<file path="src/rtl/ahb_slave_arbiter_mm_pkg.sv">
// Shared types and constants for the per-slave AHB arbiter.
package AHB_package;

    typedef enum logic [2:0] {
        SINGLE = 3'b000,
        INCR   = 3'b001,
        WRAP4  = 3'b010,
        INCR4  = 3'b011,
        WRAP8  = 3'b100,
        INCR8  = 3'b101,
        WRAP16 = 3'b110,
        INCR16 = 3'b111
    } hburst_type;

    typedef enum logic [1:0] {
        HT_IDLE   = 2'b00,
        HT_BUSY   = 2'b01,
        HT_NONSEQ = 2'b10,
        HT_SEQ    = 2'b11
    } htrans_type;

    // Encoding 2'b11 is not listed and falls back to FIXED in the selector.
    typedef enum logic [1:0] {
        FIXED = 2'b00,
        RR    = 2'b01,
        DYN   = 2'b10
    } arb_mode_type;

    typedef enum logic {
        ST_IDLE = 1'b0,
        ST_OWN  = 1'b1
    } arb_state_type;

    // Counter value of the final beat for each fixed-length burst size.
    localparam logic [7:0] BEATS_4  = 8'd3;
    localparam logic [7:0] BEATS_8  = 8'd7;
    localparam logic [7:0] BEATS_16 = 8'd15;

endpackage

</file>
<file path="src/rtl/ahb_slave_arbiter_mm_select.sv">
// Combinational winner selection: fixed, round-robin or dynamic priority.
module ahb_arb_select
    import AHB_package::*;
#(
    parameter int MASTER_NUM = 4,
    parameter int PRIOR_BIT  = 2,
    localparam int IW        = $clog2(MASTER_NUM)
) (
    input  logic [MASTER_NUM-1:0]                i_req,
    input  logic [MASTER_NUM-1:0][PRIOR_BIT-1:0] i_prior,
    input  logic [1:0]                           i_mode,
    input  logic [IW-1:0]                        i_rr_ptr,
    output logic [MASTER_NUM-1:0]                o_win,
    output logic                                 o_valid
);

    logic [IW-1:0]        w_sel;
    logic [PRIOR_BIT-1:0] w_best;
    logic                 w_found;

    // Pick one requester index; later loop iterations overwrite earlier ones,
    // so each loop runs in the order that leaves the preferred master last.
    always_comb begin
        w_sel   = '0;
        w_best  = '0;
        w_found = 1'b0;
        case (arb_mode_type'(i_mode))
            RR: begin
                // Scan from rr_ptr+N down to rr_ptr+1 so the nearest one wins.
                for (int k = MASTER_NUM; k >= 1; k--) begin
                    if (i_req[(int'(i_rr_ptr) + k) % MASTER_NUM])
                        w_sel = IW'((int'(i_rr_ptr) + k) % MASTER_NUM);
                end
            end
            DYN: begin
                // Strict greater-than keeps the lowest index on a tie.
                for (int i = 0; i < MASTER_NUM; i++) begin
                    if (i_req[i] && (!w_found || i_prior[i] > w_best)) begin
                        w_sel   = IW'(i);
                        w_best  = i_prior[i];
                        w_found = 1'b1;
                    end
                end
            end
            default: begin
                for (int i = MASTER_NUM - 1; i >= 0; i--) begin
                    if (i_req[i]) w_sel = IW'(i);
                end
            end
        endcase
    end

    // Convert the chosen index to a one-hot vector, empty when nobody asks.
    always_comb begin
        o_valid = |i_req;
        o_win   = '0;
        o_win[w_sel] = o_valid;
    end

endmodule

</file>
<file path="src/rtl/ahb_slave_arbiter_mm.sv">
// Per-slave AHB arbiter: owner FSM, burst beat counter and round-robin pointer.
module ahb_slave_arbiter_mm
    import AHB_package::*;
#(
    parameter int MASTER_NUM     = 4,
    parameter int PRIOR_BIT      = 2,
    parameter int MAX_INCR_BEATS = 16,
    localparam int IW            = $clog2(MASTER_NUM),
    localparam int CW            = $clog2(MAX_INCR_BEATS)
) (
    input  logic                                 hclk,
    input  logic                                 hreset_n,
    input  logic [MASTER_NUM-1:0]                hreq,
    input  logic [MASTER_NUM-1:0][PRIOR_BIT-1:0] hprior,
    input  logic [1:0]                           arb_mode,
    input  hburst_type                           hburst,
    input  logic [1:0]                           htrans,
    input  logic                                 hwait,
    output logic [MASTER_NUM-1:0]                hgrant,
    output logic                                 hsel,
    output logic [IW-1:0]                        hmaster,
    output logic                                 hlast
);

    arb_state_type         r_state;
    arb_state_type         w_state_nxt;
    logic [MASTER_NUM-1:0] r_grant;
    logic [IW-1:0]         r_owner;
    logic [CW-1:0]         r_cnt;
    logic [IW-1:0]         r_rr_ptr;

    logic [MASTER_NUM-1:0] w_win;
    logic                  w_win_vld;
    logic [IW-1:0]         w_win_idx;
    logic                  w_owner_req;
    logic                  w_beat;
    logic                  w_final;
    logic                  w_release;
    logic                  w_arb;
    logic [7:0]            w_cnt8;

    ahb_arb_select #(
        .MASTER_NUM (MASTER_NUM),
        .PRIOR_BIT  (PRIOR_BIT)
    ) u_select (
        .i_req    (hreq),
        .i_prior  (hprior),
        .i_mode   (arb_mode),
        .i_rr_ptr (r_rr_ptr),
        .o_win    (w_win),
        .o_valid  (w_win_vld)
    );

    assign w_owner_req = hreq[r_owner];
    assign w_beat      = hsel & htrans[1] & ~hwait;
    assign w_cnt8      = 8'(r_cnt);
    assign w_release   = (r_state == ST_OWN) & ~w_owner_req & (htrans == 2'b00);
    // Final beat, owner release or an empty bus all open the same single arbitration slot.
    assign w_arb       = (r_state == ST_IDLE) | w_final | w_release;

    // Decode the one-hot winner back into an index for hmaster and rr_ptr.
    always_comb begin
        w_win_idx = '0;
        for (int i = 0; i < MASTER_NUM; i++) begin
            if (w_win[i]) w_win_idx = IW'(i);
        end
    end

    // Final-beat detection; BUSY and waited beats never qualify since w_beat is low.
    always_comb begin
        w_final = 1'b0;
        if (w_beat) begin
            case (hburst)
                SINGLE:         w_final = 1'b1;
                INCR:           w_final = ~w_owner_req | (w_cnt8 == 8'(MAX_INCR_BEATS - 1));
                WRAP4, INCR4:   w_final = (w_cnt8 == BEATS_4);
                WRAP8, INCR8:   w_final = (w_cnt8 == BEATS_8);
                WRAP16, INCR16: w_final = (w_cnt8 == BEATS_16);
                default:        w_final = 1'b0;
            endcase
        end
    end

    // FSM state register.
    always_ff @(posedge hclk or negedge hreset_n) begin
        if (!hreset_n) r_state <= ST_IDLE;
        else           r_state <= w_state_nxt;
    end

    // FSM next state: at an arbitration point go to OWN if anyone wins, else IDLE.
    always_comb begin
        w_state_nxt = r_state;
        if (w_arb) w_state_nxt = w_win_vld ? ST_OWN : ST_IDLE;
    end

    // Grant, owner, beat counter and rr_ptr; a re-grant to the same master clears the count.
    always_ff @(posedge hclk or negedge hreset_n) begin
        if (!hreset_n) begin
            r_grant  <= '0;
            r_owner  <= '0;
            r_cnt    <= '0;
            r_rr_ptr <= IW'(MASTER_NUM - 1);
        end else if (w_arb) begin
            if (w_win_vld) begin
                r_grant  <= w_win;
                r_owner  <= w_win_idx;
                r_cnt    <= '0;
                r_rr_ptr <= w_win_idx;
            end else begin
                r_grant  <= '0;
            end
        end else if (w_beat) begin
            r_cnt <= r_cnt + 1'b1;
        end
    end

    assign hgrant  = r_grant;
    assign hsel    = |r_grant;
    assign hmaster = r_owner;
    assign hlast   = w_final;

endmodule

</file>
<file path="config.mk">
export PLATFORM = sky130hd
export DESIGN_NAME = ahb_slave_arbiter_mm
export DESIGN_NICKNAME = d
export VERILOG_FILES = /design/src/rtl/ahb_slave_arbiter_mm_pkg.sv /design/src/rtl/ahb_slave_arbiter_mm_select.sv /design/src/rtl/ahb_slave_arbiter_mm.sv
export SDC_FILE = /design/constraint.sdc
export NUM_CORES = 1
export LEC_CHECK = 0
export CAP_MARGIN = 20
export CORE_MARGIN = 4
export CORE_UTILIZATION = 53
export DETAILED_ROUTE_END_ITERATION = 7
export GPL_ROUTABILITY_DRIVEN = 0
export GPL_TIMING_DRIVEN = 1
export PLACE_DENSITY = 0.85
export SKIP_CTS_REPAIR_TIMING = 1
export SYNTH_ARGS = -nofsm -noshare
export SYNTH_HDL_FRONTEND = slang
export SYNTH_SLANG_ARGS = --single-unit
</file>
<file path="constraint.sdc">
create_clock -name hclk -period 3.2 [get_ports hclk]
set_clock_uncertainty 0.15 [all_clocks]
set_input_delay 0.32 -clock hclk [delete_from_list [all_inputs] [get_ports hclk]]
set_output_delay 0.32 -clock hclk [all_outputs]
set_load 0.03 [all_outputs]
</file>
==> out/qor.csv <==
stage,metric,value,unit
layout,stdcell_area,1793,µm²
synthesis,ys.flop_type,dfrtp_1,
timing,worst_slack,-0.5819,ns
route,post_drt_wl_per_cell,17.75,µm
route,drc,0,
setup_path,end_kind,flip-flop,
global_routing,grt_pass1_wl,5740,µm
pwr,p_clk_frac,0.106,
timing,post-route-period-util,1.182,
setup_path,cp_max_fo,4,
placement,port_buffers,29,
floorplan,die_x,56.59,µm
pwr,cellPowerDensity,550.9,nW/µm²
setup_path,critical_path_class,in2reg,
synthesis,synthTopCellsByCount,"inv_1, dfrtp_1, ha_1, nand2_1",
setup_path,cp.required,3.23,ns
synthesis,yosys.area.top_type,dfrtp_1,
setup_path,reg2reg_slack,0.90,ns
setup_path,r2r_start,hgrant[1],
job,maxCapViolations,0,
timing,grt_setup_unrepaired,yes,
route,postRouteAntennaNets,0,
synthesis,ys_seq_elements,13,
route,drt_wl_total,3710,µm
layout,num-fill-cells,144,
route,dr_total_vias,1289,
setup_path,r2r_cells,5,
synthesis,syn_area,1251,µm²
floorplan,dieArea,3202,µm²
route,drt-initial-drc-count,46,
pwr,p_switching,0.4228,mW
clock_network,clk_latency,0.28,ns
global_routing,antenna_found_initial,0,
layout,nets,213,
clock_network,cts_root_buf,clkbuf_4,
synthesis,ys_warn_count,0,
floorplan,initial_core_util,0.5602,
clock_network,cts.sinks,13,
timing,clock.fmax,264.4,MHz
floorplan,fp-row-count,17,
outcome,violations,negative setup slack,
clock_network,clockBufferDepth,2,
placement,dp_hpwl,2878,µm
global_routing,grt_pass1_vias,1305,
layout,area_delta_synth_final,43.30,%
timing,setup_violations,8,
timing,worstMarginPinSlew,0.6115,ns
layout,diodes,0,
clock_network,cts_max_level,1,
global_routing,grt_overflow_total,0,
synthesis,synth_cell_types,50,
placement,place_ws,-1.337,ns
route,via_per_inst,6.167,
synthesis,syn_inst,138,
synthesis,syn_area_per_cell,9.067,µm²
timing,final_max_slew_viol_count,0,
pwr,power_frac_seq,0.298,
setup_path,start_kind,input port,
synthesis,syn_nets,169,
synthesis,post-synth-top-area-fraction,0.2200,
clock_network,path_clk_slew,0.09,ns
floorplan,num_io_pins,30,
setup_path,timing.rr.end,hmaster[0],
synthesis,synth_seq_area_share,0.2620,
synthesis,async_reset_ff_frac,1.000,
synthesis,synth.most_common_cell,inv_1,
global_routing,grtUsageTotal,0.2239,
timing,finalWorstPathRequiredPeriod,3.782,ns
global_routing,grt_max_degree,14,
timing,maxSlewHeadroom,0.5886,
pwr,ir_worst_vdd,0.0004595,V
route,firstDrtPassIters,5,
setup_path,cp.arrival,3.81,ns
floorplan,die_h,56.59,µm
pwr,p_leak,0.7726,nW
placement,place_area,1703,µm²
floorplan,core,2233,µm²
clock_network,cts_tree,yes,
pwr,p_int,0.5650,mW
clock_network,numCtsBuffers,3,
pwr,combPwrFrac,0.596,
synthesis,synth-edff-count,0,
synthesis,yosys-top-cells-area,"dfrtp_1, ha_1, inv_1, dfstp_2, mux2i_1",
outcome,run_status,"finished, violations left",
worst_hold_path,hp-class,in2async,
layout,drive_gt1_frac,0.2818,
timing,hold_violations,0,
pwr,switching_share,0.4280,
==> per-layer routing <==
| metal | wire length [µm] | track usage | vias up |
|---|---|---|---|
| li1 | - | - | 612 |
| met1 | 1483 | 0.2447 | 623 |
| met2 | 2013 | 0.4208 | 48 |
| met3 | 144 | 0.02069 | 6 |
| met4 | 68 | 0.1119 | 0 |
| met5 | 0 | 0 | - |
==> stage by stage <==
step                hold WS (ns)    util  setup TNS [ns]  std cells  total power [mW]
global route              0.3028  0.8028          -5.194        209             1.046
global placement          0.3679  0.7625          -8.916        201            0.8348
finish                    0.2628  0.8028          -4.081        209            0.9878
floorplan                -0.1256       -          -4.374        138            0.6593
detailed placement        0.3689  0.7625          -9.978        201            0.8594
CTS                       0.2941  0.7742          -7.601        205            0.9646
==> flip-flops by register name, summed over array words and instances, names as in the netlist <==
signal / cells
hmaster: 2
r_cnt: 4
hgrant: 4
r_rr_ptr: 2
r_state: 1
==> power by group through the flow <==
stage,sequential [mW],combinational [mW],clock (mW)
floorplan,0.341,0.318,0
global placement,0.292,0.542,0
detailed placement,0.295,0.565,0
CTS,0.293,0.566,0.106
global route,0.303,0.625,0.117
finish,0.294,0.588,0.105
==> cell type report <==
type	instances	area, µm²	share of cell area
flip-flops and latches	13	327.8	0.1828
well taps	28	35.03	0.01954
repair buffers	44	402.9	0.2247
inverters	15	56.30	0.03140
clock buffers	4	26.28	0.01465
multi-input cells	105	944.7	0.5269
==> worst max path at each step <==
| stage | from | endpoint |
|---|---|---|
| floorplan | hreq[0] | hmaster[0] |
| global placement | hreq[0] | hmaster[0] |
| detailed placement | hreq[0] | hmaster[0] |
| CTS | hreq[0] | hgrant[1] |
| global route | hreq[0] | hmaster[0] |
| finish | hreq[0] | hmaster[0] |
==> logic make-up after synthesis <==
kind of cell | Yosys count | synth area share
buf+inv | 20 | 0.08099
mux | 10 | 0.09400
fa+ha+maj | 9 | 0.09000
flops | 13 | 0.2620
compound gates | 41 | 0.2610
simple gates | 44 | 0.2050
xor+xnor | 1 | 0.007001
==> critical path, stage by stage <==
cell and delay [ns]:
buf_8 0.11, nand2_4 0.07, ha_4 0.20, nor2b_4 0.13, o311ai_4 0.25, mux2_4 0.35, ha_4 0.24, nor2b_4 0.12
o21a_1 0.20, o21ai_2 0.18, nand2_1 0.07, o21ai_1 0.09, ha_1 0.27, nor2b_1 0.14, o211ai_1 0.24, o2111ai_2 0.16
a221o_1 0.39, mux2_4 0.27
==> cell usage in the layout (no fill, tap or decap), types with 2 or more instances in the layout <==
master / instances
ha_1: 5
nor2b_1: 4
nand4_1: 2
a32o_1: 2
o21a_1: 2
clkbuf_4: 3
o31ai_1: 2
and2_4: 2
nand2_1: 8
and3b_1: 2
clkdlybuf4s50_1: 24
mux2_4: 3
o211ai_1: 6
o21ai_0: 4
ha_4: 4
a21oi_1: 4
mux2i_1: 5
dlymetal6s2s_1: 2
inv_1: 14
clkbuf_2: 2
buf_4: 15
o21ai_1: 4
nor3_1: 2
dfrtp_1: 11
dfstp_2: 2
nor2b_4: 2
nor2_1: 5
nand3_1: 6
No activity file was read; power rests on OpenSTA's default activity.
